File: config.mk
export PLATFORM = sky130hd
export DESIGN_NAME = flit_transmitter
export DESIGN_NICKNAME = d
export VERILOG_FILES = /design/src/rtl/flit_transmitter.sv
export SDC_FILE = /design/constraint.sdc
export NUM_CORES = 1
export LEC_CHECK = 0
export CAP_MARGIN = 25
export CORE_ASPECT_RATIO = 0.8
export CORE_UTILIZATION = 54
export CTS_CLUSTER_DIAMETER = 40
export DETAILED_ROUTE_END_ITERATION = 7
export HOLD_SLACK_MARGIN = 0.08
export MAX_ROUTING_LAYER = met4
export PLACE_DENSITY = 0.85
export SETUP_SLACK_MARGIN = 0.2
export SYNTH_ARGS = -nofsm -noshare
export SYNTH_HDL_FRONTEND = slang
export SYNTH_SLANG_ARGS = --single-unit
export TNS_END_PERCENT = 50
File: constraint.sdc
create_clock -name clk -period 6.15 [get_ports clk]
set_input_delay 1.5375 -clock clk [delete_from_list [all_inputs] [get_ports clk]]
set_output_delay 1.5375 -clock clk [all_outputs]
set_load 0.05 [all_outputs]
File: src/rtl/flit_transmitter.sv
// Serialises 64-bit flits onto a byte link MSB first, then waits for ack/nack.
// A nack or an ack timeout retransmits the flit until the retry budget runs out.
module flit_transmitter #(
    parameter int ACK_TIMEOUT = 255,
    parameter int MAX_RETRY   = 3,
    localparam int RW = (MAX_RETRY > 0) ? $clog2(MAX_RETRY + 1) : 1,
    localparam int CW = (ACK_TIMEOUT > 0) ? $clog2(ACK_TIMEOUT + 1) : 1
) (
    input  logic          clk,
    input  logic          rst_n,
    input  logic [63:0]   i_flit,
    input  logic          i_flit_valid,
    output logic          o_flit_ready,
    output logic [7:0]    o_byte,
    output logic          o_byte_valid,
    input  logic          i_byte_ready,
    input  logic          i_ack,
    input  logic          i_nack,
    output logic          o_sent,
    output logic          o_drop,
    output logic [RW-1:0] o_retry_cnt
);

    typedef enum logic [1:0] {
        ST_IDLE     = 2'd0,
        ST_SEND     = 2'd1,
        ST_WAIT_ACK = 2'd2
    } state_t;

    localparam logic [RW-1:0] RETRY_MAX = RW'(MAX_RETRY);
    localparam logic [CW-1:0] CNT_MAX   = CW'(ACK_TIMEOUT);

    state_t        r_state;
    logic [63:0]   r_flit;
    logic [2:0]    r_idx;
    logic [RW-1:0] r_retry;
    logic [CW-1:0] r_cnt;
    logic          r_sent;
    logic          r_drop;

    state_t        w_state_nx;
    logic [63:0]   w_flit_nx;
    logic [2:0]    w_idx_nx;
    logic [RW-1:0] w_retry_nx;
    logic [CW-1:0] w_cnt_nx;
    logic          w_sent_nx;
    logic          w_drop_nx;
    logic [2:0]    w_sel;

    // State and datapath registers
    always_ff @(posedge clk or negedge rst_n) begin
        if (!rst_n) begin
            r_state <= ST_IDLE;
            r_flit  <= 64'd0;
            r_idx   <= 3'd0;
            r_retry <= '0;
            r_cnt   <= '0;
            r_sent  <= 1'b0;
            r_drop  <= 1'b0;
        end else begin
            r_state <= w_state_nx;
            r_flit  <= w_flit_nx;
            r_idx   <= w_idx_nx;
            r_retry <= w_retry_nx;
            r_cnt   <= w_cnt_nx;
            r_sent  <= w_sent_nx;
            r_drop  <= w_drop_nx;
        end
    end

    // Next-state logic; ack has priority over nack and over the timeout
    always_comb begin
        w_state_nx = r_state;
        w_flit_nx  = r_flit;
        w_idx_nx   = r_idx;
        w_retry_nx = r_retry;
        w_cnt_nx   = r_cnt;
        w_sent_nx  = 1'b0;
        w_drop_nx  = 1'b0;
        case (r_state)
            ST_IDLE: begin
                if (i_flit_valid) begin
                    w_flit_nx  = i_flit;
                    w_idx_nx   = 3'd0;
                    w_retry_nx = '0;
                    w_cnt_nx   = '0;
                    w_state_nx = ST_SEND;
                end else begin
                    w_state_nx = ST_IDLE;
                end
            end
            ST_SEND: begin
                if (i_byte_ready) begin
                    w_idx_nx = r_idx + 3'd1;
                    if (r_idx == 3'd7) begin
                        w_cnt_nx   = '0;
                        w_state_nx = ST_WAIT_ACK;
                    end else begin
                        w_state_nx = ST_SEND;
                    end
                end else begin
                    w_state_nx = ST_SEND;
                end
            end
            ST_WAIT_ACK: begin
                if (r_cnt != CNT_MAX) begin
                    w_cnt_nx = r_cnt + CW'(1);
                end else begin
                    w_cnt_nx = r_cnt;
                end
                if (i_ack) begin
                    w_sent_nx  = 1'b1;
                    w_state_nx = ST_IDLE;
                end else if (i_nack || (r_cnt == CNT_MAX)) begin
                    if (r_retry < RETRY_MAX) begin
                        w_retry_nx = r_retry + RW'(1);
                        w_idx_nx   = 3'd0;
                        w_state_nx = ST_SEND;
                    end else begin
                        w_drop_nx  = 1'b1;
                        w_state_nx = ST_IDLE;
                    end
                end else begin
                    w_state_nx = ST_WAIT_ACK;
                end
            end
            default: begin
                w_state_nx = ST_IDLE;
            end
        endcase
    end

    // Byte lane select: index 0 is the most significant byte
    always_comb begin
        w_sel = 3'd7 - r_idx;
        if (r_state == ST_SEND) begin
            o_byte = r_flit[{w_sel, 3'b000} +: 8];
        end else begin
            o_byte = 8'd0;
        end
    end

    assign o_flit_ready = (r_state == ST_IDLE);
    assign o_byte_valid = (r_state == ST_SEND);
    assign o_sent       = r_sent;
    assign o_drop       = r_drop;
    assign o_retry_cnt  = r_retry;

endmodule
== Yosys cells after proc, flatten, opt, wreduce, memory -nomap -nowiden ==
Index checks and enable logic that the tools add are counted.
Word-level totals
  register bits after elaboration: 81
  word-level logic and storage cells: 63
Operators by class
  $add $sub $neg: 4
  magnitude comparators: 1
  equality and inequality tests: 12
  shift operators: 1
  multiplexer cells: 30
  reduce and logical (&&, ||, !) cells: 8
Operator list (number)
  64-bit by 7-bit indexed part select with 8-bit output: 1
  8-bit 2-to-1 mux: 5
  8-bit one-hot mux with 3 select lines: 1
  2-bit 2-to-1 mux: 8
  3-bit 2-to-1 mux: 5
  2-bit != test (second input constant): 5
  5-bit AND reduction: 2
  3-bit one-hot mux with 3 select lines: 1
  8-bit by 1-bit adder with 8-bit output (second input constant): 1
  8-bit == test (second input constant): 1
  1-bit 2-to-1 mux: 8
  8-bit != test (second input constant): 1
  2-bit one-hot mux with 3 select lines: 1
  6-bit AND reduction: 1
  2-bit by 1-bit != test with 1-bit output (second input constant): 2
  2-bit one-hot mux with 2 select lines: 1
  3-bit by 1-bit adder with 3-bit output (second input constant): 1
  3-bit == test (second input constant): 1
  3-bit nonzero test: 1
  3-bit subtractor (first input constant): 1
  2-bit by 1-bit adder with 2-bit output (second input constant): 1
  2-bit by 1-bit == test with 1-bit output (second input constant): 1
  2-bit == test (second input constant): 1
  2-bit zero test: 1
  other kinds (4): 4

== Depth between registers and ports, before layout ==
Gate-level depths: netlist of run 1.
  depth in word-level cells: 5
  depth in mapped cells: 6
  mapped depth without buffers: 6

== Least setup slack after synthesis of run 1 ==
OpenSTA, ideal clock, no wires.
  kind: flip-flop to output port
  start: register r_idx[1]
  end: output o_byte[6]
  arrival: 1.811 ns
  data required time: 4.612 ns
  path slack: 2.801 ns
  cell stages (with the launch flop): 6
  cells stage by stage: dfrtp_1 -> buf_2 -> clkbuf_1 -> mux4_2 -> mux2i_1 -> nor2_1
Between the ends
  word-level cells in the longest chain between the ends: 3
RTL lines
  start, declared: line 35  | logic [2:0] r_idx;
  start signal, assigned: line 63  | r_idx <= w_idx_nx;
  3-bit subtractor: line 135  | w_sel = 3'd7 - r_idx;
  64-bit by 7-bit indexed part select with 8-bit output: line 137  | o_byte = r_flit[{w_sel, 3'b000} +: 8];
  8-bit 2-to-1 mux: line 136  | if (r_state == ST_SEND) begin
  end, declared: line 14  | output logic [7:0] o_byte,
Every way passes these cells.

== Worst setup path in the final report of run 1 ==
  start: register r_idx[0]
  end: output o_byte[4]
Same word-level chain as after synthesis.

==> results of run 1 <==
cell usage after synthesis (all sizes together) (2+ instances only):
master | count | area (um2)
a21oi | 8 | 40.04
a31oi | 3 | 18.77
a32o | 2 | 20.02
and2 | 2 | 12.51
and3 | 3 | 18.77
buf | 15 | 76.32
dfrtp | 81 | 2027
ha | 4 | 50.05
inv | 8 | 30.03
mux2 | 65 | 732.0
mux2i | 9 | 90.09
mux4 | 16 | 360.4
nand2 | 6 | 22.52
nand2b | 2 | 12.51
nand3 | 3 | 15.01
nand4 | 2 | 12.51
nor2 | 13 | 48.80
o21a | 2 | 15.01
o21ai | 6 | 30.03
area by class of cell:
| class | instances | area share |
|---|---|---|
| sequential | 81 | 0.4150 |
| multi-input combinational | 164 | 0.3379 |
| tap | 84 | 0.02152 |
| inverter | 8 | 0.006148 |
| clock buffer | 11 | 0.03099 |
| timing repair buffer | 86 | 0.1824 |
| clock inverter | 5 | 0.006148 |
cell families (layout without fill, tap and decap cells):
group / count (synthesis) / after routing
AND/OR/NAND/NOR: 37 / 37
buffers and inverters: 24 / 110
multiplexers: 90 / 90
AO/OA/AOI/OAI: 33 / 33
flip-flops: 81 / 81
adder cells (fa/ha/maj): 4 / 4
through the flow:
stage | hold WS (ns) | area (um2) | cells | util
3_5_place_dp | 0.4918 | 4648 | 421 | 0.7074
6_report | 0.5052 | 4885 | 439 | 0.7433
2_1_floorplan | 0.4751 | 3786 | 269 | -
5_1_grt | 0.5242 | 4885 | 439 | 0.7433
3_3_place_gp | 0.4852 | 4648 | 421 | 0.7074
4_1_cts | 0.5111 | 4830 | 437 | 0.7350
critical path, stage by stage, from the launching register on:
cell and delay (ns):
dfrtp_1 0.57, buf_16 0.21, mux4_2 0.52, mux2i_1 0.17, nor2_1 0.07, clkdlybuf4s50_1 0.72
routing by layer:
metal,track usage,share of wire,up-vias,routed length [um]
li1,-,-,1159,-
met4,0.05373,0.0080,0,63
met3,0.08333,0.061,9,480
met1,0.2980,0.41,1257,3220
met2,0.3929,0.52,82,4101
met5,-,0,-,0
registers in the layout (all words and copies together), names as in the netlist:
signal,cells
o_retry_cnt,2
r_flit,64
o_drop,1
r_idx,3
r_cnt,8
r_state,2
o_sent,1
power by group through the flow:
stage                     clock network (mW)  logic, mW  registers (mW)
after floorplan                            0      0.856           0.902
after global placement                     0       1.05           0.999
after detailed placement                   0       1.08            1.01
after CTS                              0.361       1.08            1.00
after global routing                   0.386       1.20            1.02
final                                  0.352       1.12           0.984
how the worst max path moves through the flow:
| stage | end | slack, ns | start | cells after the start |
|---|---|---|---|---|
| floorplan | o_byte[6] | 2.80 | r_idx[1]$_DFFE_PN0P_ | 5 |
| global placement | o_byte[4] | 2.01 | r_idx[0]$_DFFE_PN0P_ | 4 |
| detailed placement | o_byte[4] | 1.96 | r_idx[0]$_DFFE_PN0P_ | 4 |
| CTS | o_byte[4] | 1.56 | r_idx[0]$_DFFE_PN0P_ | 4 |
| global route | o_byte[3] | 1.83 | r_idx[0]$_DFFE_PN0P_ | 5 |
| finish | o_byte[4] | 1.99 | r_idx[0]$_DFFE_PN0P_ | 5 |
==> flow_metrics.py, run 1 <==
metrics = {
    "status": {
        "run_status": "completed",
    },
    "layout": {
        "nNetsFinal": 424,
        "syn2layout_area_growth_pct": 29.02,
        "final_common_cell": "clkdlybuf4s50_1",
        "fillers": 431,
        "multi_input_area_um2": 1650,
        "final-seq-area_um2": 2027,
        "drive_above_1_share": 0.2930,
        "diodes": 0,
        "final_cell_mix": "82 x clkdlybuf4s50_1, 81 x dfrtp_1, 65 x mux2_2",
    },
    "yosys": {
        "ys_types": 41,
        "synth_fa_ha_area_frac": 0.01322,
        "syn_avg_cell_area_um2": 14.07,
        "synth_nets": 343,
        "netlist_area_um2": 3786,
        "synthFlopType": "dfrtp_1",
        "synth_edf_count": 0,
        "synth-simple-area-share": 0.05122,
        "synth_mux_area_frac": 0.3123,
        "syn_inst": 269,
        "ys.warnings.count": 0,
        "synth-seq-area-share": 0.5354,
        "synth-xor-area-share": 0,
        "synth_top_family_by_area": "multiplexers",
        "synth-async-reset-ratio": 1.000,
        "yosys_register_bits": 81,
        "synth_compound_area_frac": 0.05882,
    },
    "power_and_ir_drop": {
        "p_total_mw": 2.455,
        "swShare": 0.3723,
        "power.density_nw_per_um2": 502.5,
        "switchingPower_uw": 913.8,
        "power_leakage_nw": 2.037,
        "vdd_ir_drop_max_mv": 0.5319,
        "power_frac_clock": 0.143,
        "share_comb_of_total_power": 0.456,
        "power.internal_mw": 1.541,
        "pwr-share-seq": 0.401,
    },
    "timing": {
        "clock.fmax_ghz": 0.2404,
        "fin_ws_ns": 1.989,
        "min_period_over_period": 0.6765,
        "hold_viol": 0,
        "setup_viol": 0,
        "rsz0062_at_grt": "no",
        "fin_crit_ns": 4.161,
        "finClkSkew_ns": 0.006443,
        "setup_tns_ns": 0,
        "worst_pin_slew_ns": 0.8782,
        "slew_headroom": 0.4146,
        "slew_viol_final": 0,
    },
    "clock_tree": {
        "numCtsBuffers": 9,
        "cts_hold_buf": 0,
        "clock_sinks": 81,
        "root_buffer": "clkbuf_8",
        "post_cts_buffers": 0,
        "h-tree-depth": 3,
        "cts_tree": "built",
        "clk_pin_slew_worst_paths_ns": 0.07,
        "clock_path_buffers": 2,
        "cts-resized-gates": 0,
        "insertion_delay_ns": 0.35,
    },
    "route": {
        "ant_nets": 0,
        "wl_mm": 7.866,
        "drt-initial-drc-count": 117,
        "vias": 2507,
        "wire_per_inst_um": 17.92,
        "post-route-drc-count": 0,
        "via_per_inst": 5.711,
        "drt_pass1_iterations": 4,
    },
    "critical_path": {
        "critPathArrivalTime_ns": 2.62,
        "cp-end-kind": "output port",
        "cp_max_fo": 14,
        "r2r-start": "r_state[1]$_DFF_PN0_",
        "r2r-end": "r_flit[35]$_DFFE_PN0P_",
        "cp.required_ns": 4.61,
        "r2r_slack_ns": 3.72,
        "rr_worst_depth": 4,
        "crit_type": "flip-flop to output port",
        "crit_path_start_kind": "flip-flop",
    },
    "die": {
        "core_um2": 6571,
        "dieWidth_um": 95.62,
        "die_area_um2": 7352,
        "num_rows": 26,
        "initial_core_util": 0.5762,
        "die_h_um": 76.90,
        "ioPinCount": 84,
    },
    "global_route": {
        "track_usage": 0.2438,
        "grt_pass1_vias": 2655,
        "antenna_found_initial": 0,
        "grt_pass1_wl_mm": 12.86,
        "grt-ovfl-total": 0,
        "grt_max_degree": 82,
    },
    "min_path": {
        "min_from": "r_flit[10]$_DFFE_PN0P_",
        "hold_depth": 1,
        "hp-class": "flip-flop to flip-flop",
        "holdPathEnd": "r_flit[10]$_DFFE_PN0P_",
    },
    "place": {
        "dpl.hpwl_mm": 5.719,
        "place_ws_ns": 1.962,
        "port_buffers": 83,
        "gp_congestion": 0.8644,
    },
    "flow_run": {
        "drv_cap": 0,
    },
}
No activity file was read; power rests on OpenSTA's default activity.
==> run 2: changes to the inputs <==
--- a/config.mk
+++ b/config.mk
@@ -7,12 +7,12 @@
 export LEC_CHECK = 0
 export CAP_MARGIN = 25
 export CORE_ASPECT_RATIO = 0.8
-export CORE_UTILIZATION = 54
+export CORE_UTILIZATION = 50
 export CTS_CLUSTER_DIAMETER = 40
 export DETAILED_ROUTE_END_ITERATION = 7
 export HOLD_SLACK_MARGIN = 0.08
 export MAX_ROUTING_LAYER = met4
-export PLACE_DENSITY = 0.85
+export PLACE_DENSITY = 0.79
 export SETUP_SLACK_MARGIN = 0.2
 export SYNTH_ARGS = -nofsm -noshare
 export SYNTH_HDL_FRONTEND = slang
==> constraint.sdc (replaced) <==
create_clock -name clk -period 4.05 [get_ports clk]
set_input_delay 1.0125 -clock clk [delete_from_list [all_inputs] [get_ports clk]]
set_output_delay 1.0125 -clock clk [all_outputs]
set_load 0.05 [all_outputs]
==> flow_metrics.py, run 2 (synthesized netlist as in run 1, its figures left out) <==
metrics = {
    "clock_tree": {
        "insertion_delay_ns": 0.35,
        "cts_hold_buf": 0,
        "clk_pin_slew_worst_paths_ns": 0.08,
        "root_buffer": "clkbuf_8",
        "cts-resized-gates": 0,
        "clock_sinks": 81,
        "numCtsBuffers": 9,
        "h-tree-depth": 3,
        "post_cts_buffers": 0,
        "clock_path_buffers": 2,
        "cts_tree": "built",
    },
    "place": {
        "dpl.hpwl_mm": 5.299,
        "port_buffers": 83,
        "gp_congestion": 0.8112,
        "place_ws_ns": 0.8087,
    },
    "timing": {
        "setup_tns_ns": 0,
        "worst_pin_slew_ns": 0.7213,
        "slew_headroom": 0.5191,
        "clock.fmax_ghz": 0.2771,
        "rsz0062_at_grt": "no",
        "hold_viol": 0,
        "min_period_over_period": 0.8910,
        "fin_crit_ns": 3.609,
        "fin_ws_ns": 0.4413,
        "setup_viol": 0,
        "slew_viol_final": 0,
        "finClkSkew_ns": 0.004769,
    },
    "global_route": {
        "grt_pass1_vias": 2678,
        "grt_max_degree": 82,
        "track_usage": 0.2181,
        "grt-ovfl-total": 0,
        "grt_pass1_wl_mm": 12.67,
        "antenna_found_initial": 0,
    },
    "power_and_ir_drop": {
        "power_leakage_nw": 2.081,
        "power.internal_mw": 2.573,
        "vdd_ir_drop_max_mv": 0.8200,
        "switchingPower_mw": 1.381,
        "share_comb_of_total_power": 0.429,
        "power_frac_clock": 0.200,
        "pwr-share-seq": 0.371,
        "swShare": 0.3493,
        "power.density_nw_per_um2": 794.7,
    },
    "die": {
        "ioPinCount": 84,
        "die_area_um2": 7926,
        "num_rows": 27,
        "initial_core_util": 0.5337,
        "dieWidth_um": 99.29,
        "core_um2": 7094,
        "die_h_um": 79.83,
    },
    "route": {
        "wire_per_inst_um": 17.05,
        "post-route-drc-count": 0,
        "drt-initial-drc-count": 124,
        "ant_nets": 0,
        "vias": 2468,
        "wl_mm": 7.535,
        "via_per_inst": 5.584,
        "drt_pass1_iterations": 4,
    },
    "layout": {
        "regMostFlops": "r_flit",
        "final_cell_mix": "82 x clkdlybuf4s50_1, 81 x dfrtp_1, 65 x mux2_2",
        "syn2layout_area_growth_pct": 31.43,
        "final_common_cell": "clkdlybuf4s50_1",
        "drive_above_1_share": 0.2930,
        "biggestRegsByFlops": "r_flit: 64 flops, r_cnt: 8 flops, r_idx: 3 flops",
        "largest_reg_flops": 64,
        "nNetsFinal": 424,
        "diodes": 0,
    },
    "critical_path": {
        "cp.depth": 4,
        "critPathArrivalTime_ns": 2.60,
        "rr_worst_depth": 6,
        "r2r-end": "r_cnt[4]$_DFFE_PN0P_",
        "crit_family": "buffers and inverters",
        "cp_num_buf_inv": 1,
        "cp_slowest_cell": "clkdlybuf4s50_1",
        "crit_path_start_kind": "flip-flop",
        "r2r_slack_ns": 1.84,
        "cp.required_ns": 3.04,
        "slowest_delay_ns": 0.85,
        "cp-end-kind": "output port",
        "r2r-start": "r_idx[1]$_DFFE_PN0P_",
        "cp_cell_sequence": "mux4_2 > mux2i_1 > nor2_1 > clkdlybuf4s50_1",
        "cp_max_fo": 18,
        "crit_type": "flip-flop to output port",
    },
    "status": {
        "run_status": "completed",
    },
    "min_path": {
        "hp-class": "input port to asynchronous set/reset pin",
    },
    "flow_run": {
        "drv_cap": 0,
    },
}
run 2: changes by cell type in the layout (fill, tap and decap cells not counted):
| cell | delta |
|---|---|
| buf_12 | +1 |
| buf_16 | -1 |
| bufinv_16 | +4 |
| clkinv_2 | -2 |
| clkinvlp_4 | -2 |
run 2: worst max-delay path by stage:
| stage | from | to | slack, ns |
|---|---|---|---|
| after floorplan | r_idx[1]$_DFFE_PN0P_ | o_byte[6] | 1.23 |
| after CTS | r_idx[1]$_DFFE_PN0P_ | o_byte[3] | 0.41 |
| after detailed placement | r_idx[1]$_DFFE_PN0P_ | o_byte[3] | 0.81 |
| after global routing | r_idx[1]$_DFFE_PN0P_ | o_byte[3] | 0.31 |
| final | r_idx[1]$_DFFE_PN0P_ | o_byte[3] | 0.44 |
| after global placement | r_idx[1]$_DFFE_PN0P_ | o_byte[3] | 0.85 |
run 2: final cells by class:
cell class              count  area (um2)
fillers                   499        2118
flip-flops and latches     81        2027
multi-input cells         164        1650
repair buffers             86       883.3
clock buffers              11       151.4
clock inverters             5       125.1
well taps                  87       108.9
inverters                   8       30.03
run 2: per-layer routing:
metal,share of wire,up-vias,global-route usage
li1,-,1159,-
met1,0.43,1239,0.2600
met2,0.51,65,0.3715
met3,0.055,5,0.05779
met4,0.0056,0,0.05735
met5,0,-,-
run 2: through the flow:
step / util / hold slack [ns] / area, um2 / total power [mW] / cells
finish: 0.7014 / 0.5069 / 4976 / 3.954 / 442
global route: 0.7014 / 0.4972 / 4976 / 4.182 / 442
CTS: 0.6975 / 0.5096 / 4949 / 3.983 / 441
detailed placement: 0.6586 / 0.4925 / 4672 / 3.179 / 425
global placement: 0.6586 / 0.4850 / 4672 / 3.136 / 425
floorplan: - / 0.4751 / 3786 / 2.671 / 269
run 2: power groups by stage:
stage	clock [mW]	combinational, mW	sequential, mW
after detailed placement	0	1.70	1.48
after global placement	0	1.66	1.47
after CTS	0.801	1.71	1.47
after floorplan	0	1.30	1.37
final	0.789	1.70	1.47
after global routing	0.838	1.82	1.52
==> run 3: changes to the inputs <==
--- a/config.mk
+++ b/config.mk
@@ -5,14 +5,16 @@
 export SDC_FILE = /design/constraint.sdc
 export NUM_CORES = 1
 export LEC_CHECK = 0
+export ABC_AREA = 1
 export CAP_MARGIN = 25
 export CORE_ASPECT_RATIO = 0.8
-export CORE_UTILIZATION = 50
+export CORE_MARGIN = 1.5
+export CORE_UTILIZATION = 52
 export CTS_CLUSTER_DIAMETER = 40
 export DETAILED_ROUTE_END_ITERATION = 7
 export HOLD_SLACK_MARGIN = 0.08
 export MAX_ROUTING_LAYER = met4
-export PLACE_DENSITY = 0.79
+export PLACE_DENSITY = 0.81
 export SETUP_SLACK_MARGIN = 0.2
 export SYNTH_ARGS = -nofsm -noshare
 export SYNTH_HDL_FRONTEND = slang
==> flow_metrics.py, run 3 <==
metrics = {
    "yosys": {
        "synth_top_area_cell": "dfrtp_1",
        "synthTopCellsByCount": "85 x nor2_1, 81 x dfrtp_1, 51 x nand2_1",
        "netlist_area_um2": 4114,
        "yosysMostFrequentCell": "nor2_1",
        "ys_types": 28,
        "synthFlopType": "dfrtp_1",
        "synth_area_leaders": "dfrtp_1 49%, mux2_4 14%, nor2_1 7.8%",
        "yosys_register_bits": 81,
        "syn_avg_cell_area_um2": 10.06,
        "synth_nets": 483,
        "synth-seq-area-share": 0.4927,
        "syn_inst": 409,
        "synth_top_area_frac": 0.4927,
        "synth-async-reset-ratio": 1.000,
        "synth_edf_count": 0,
        "ys.warnings.count": 0,
    },
    "layout": {
        "drive_above_1_share": 0.2093,
        "final_common_cell": "nor2_1",
        "regMostFlops": "r_flit",
        "diodes": 0,
        "syn2layout_area_growth_pct": 27.68,
        "largest_reg_flops": 64,
        "fin_cells": 597,
        "fillers": 571,
        "biggestRegsByFlops": "r_flit: 64 flops, r_cnt: 8 flops, r_idx: 3 flops",
        "final_cell_mix": "85 x nor2_1, 81 x dfrtp_1, 74 x clkdlybuf4s50_1",
        "nNetsFinal": 562,
        "utilization": 0.6973,
    },
    "die": {
        "die_h_um": 82.56,
        "dieWidth_um": 102.4,
        "die_area_um2": 8457,
        "num_rows": 28,
        "initial_core_util": 0.5462,
        "core_um2": 7532,
        "ioPinCount": 84,
    },
    "critical_path": {
        "cp_slowest_cell": "inv_1",
        "cp-end-kind": "output port",
        "cp.required_ns": 3.04,
        "cp_max_fo": 32,
        "slowest_delay_ns": 0.62,
        "crit_type": "flip-flop to output port",
        "crit_path_start_kind": "flip-flop",
        "critPathArrivalTime_ns": 2.27,
        "cp_cell_sequence": "inv_1 > o21ai_0 > o21ai_0 > nor2_1 > nor2_1 > buf_4",
    },
    "global_route": {
        "grt_max_degree": 82,
        "use_met1": 0.3368,
        "antenna_found_initial": 0,
        "grt_pass1_vias": 3076,
        "grt_use_met3": 0.06145,
        "grt_pass1_wl_mm": 15.46,
        "gr-usage-met2": 0.3781,
        "track_usage": 0.2541,
        "grt-ovfl-total": 0,
        "gr-max-usage-layer": "met2",
    },
    "power_and_ir_drop": {
        "power_leakage_nw": 2.515,
        "p_total_mw": 4.150,
        "vdd_ir_drop_max_mv": 0.3649,
        "power.density_nw_per_um2": 790.0,
    },
    "clock_tree": {
        "cts_hold_buf": 0,
        "cts-resized-gates": 0,
        "clk_pin_slew_worst_paths_ns": 0.08,
        "clock_sinks": 81,
        "post_cts_buffers": 0,
        "h-tree-depth": 3,
        "root_buffer": "clkbuf_8",
        "clock_path_buffers": 2,
        "cts_tree": "built",
        "numCtsBuffers": 9,
        "insertion_delay_ns": 0.36,
    },
    "timing": {
        "slew_viol_final": 0,
        "rsz0062_at_grt": "no",
        "clock.fmax_ghz": 0.3042,
        "slew_headroom": 0.4351,
        "min_period_over_period": 0.8116,
        "worst_pin_slew_ns": 0.8465,
        "fin_crit_ns": 3.287,
        "setup_viol": 0,
        "whs_ns": 0.5127,
        "hold_viol": 0,
        "setup_tns_ns": 0,
        "finClkSkew_ns": 0.008046,
    },
    "route": {
        "drt-initial-drc-count": 145,
        "post-route-drc-count": 0,
        "drt_pass1_iterations": 4,
        "wl_mm": 9.745,
        "via_per_inst": 5.305,
        "wire_per_inst_um": 16.32,
        "vias": 3167,
        "ant_nets": 0,
    },
    "place": {
        "gp_congestion": 0.8763,
        "port_buffers": 83,
        "dp.cells": 581,
        "dpl.hpwl_mm": 6.789,
    },
    "status": {
        "run_status": "completed",
    },
    "flow_run": {
        "drv_cap": 0,
    },
    "min_path": {
        "hp-class": "flip-flop to flip-flop",
    },
}
run 3: cell types whose count changed after synthesis, sizes merged, moves of 5 or more:
cell	previous run	this run
a21oi	8	1
clkbuf	1	6
inv	8	18
mux2i	9	0
mux4	16	0
nand2	6	56
nand3	3	21
nor2	13	87
o21ai	6	44
run 3: metrics by stage:
| stage | setup WS, ns | cell area [um2] |
|---|---|---|
| global route | 0.5690 | 5253 |
| CTS | 0.7953 | 5225 |
| floorplan | 1.323 | 4114 |
| detailed placement | 1.186 | 4975 |
| global placement | 1.251 | 4975 |
| finish | 0.7632 | 5253 |
run 3: where the power goes:
part | total [mW] | internal [mW] | switching, mW | leakage [nW]
sequential | 1.43 | 1.16 | 0.265 | 0.988
combinational | 1.99 | 0.893 | 1.10 | 1.40
clock | 0.729 | 0.442 | 0.287 | 0.126
total | 4.15 | 2.50 | 1.65 | 2.52
run 3: cell families after synthesis:
kind of cell	count (synthesis)	synth area share
DFF	81	0.4927
AOI/OAI and AO/OA	48	0.05992
and+or+nand+nor	174	0.1782
buffers and inverters	38	0.04623
adders and majority gates	4	0.01217
muxes	64	0.2108
run 3: path summary, 6_finish.rpt:
check,to,cells after the start,slack [ns],from
hold / removal,r_flit[55]$_DFFE_PN0P_,1,0.51,r_flit[55]$_DFFE_PN0P_
setup reg to reg,r_cnt[0]$_DFFE_PN0P_,9,2.07,r_idx[1]$_DFFE_PN0P_
max in group asynchronous,r_flit[33]$_DFFE_PN0P_,2,2.87,rst_n
hold reg to reg,r_flit[55]$_DFFE_PN0P_,1,0.51,r_flit[55]$_DFFE_PN0P_
min in group asynchronous,r_cnt[3]$_DFFE_PN0P_,1,0.59,rst_n
setup / recovery,o_byte[0],6,0.76,r_idx[0]$_DFFE_PN0P_
run 3: critical path, delay by kind of cell, from the launching register on:
kind / cells / cell delay (ns)
buffers and inverters: 2 / 0.85
AOI/OAI and AO/OA: 2 / 0.43
DFF: 1 / 0.38
and+or+nand+nor: 2 / 0.26
run 3: cell type report:
cell class	instances	area, um2	area share
clock buffers	11	151.4	0.02882
clock inverters	4	98.84	0.01882
inverters	19	71.32	0.01358
multi-input cells	290	1902	0.3621
flip-flops and latches	81	2027	0.3859
well taps	105	131.4	0.02501
repair buffers	87	870.8	0.1658
run 3: layer usage:
metal  share of wire  vias to the layer above
li1                -                     1508
met1            0.46                     1528
met2            0.46                      104
met3           0.053                       27
met4           0.024                        0
met5               0                        -
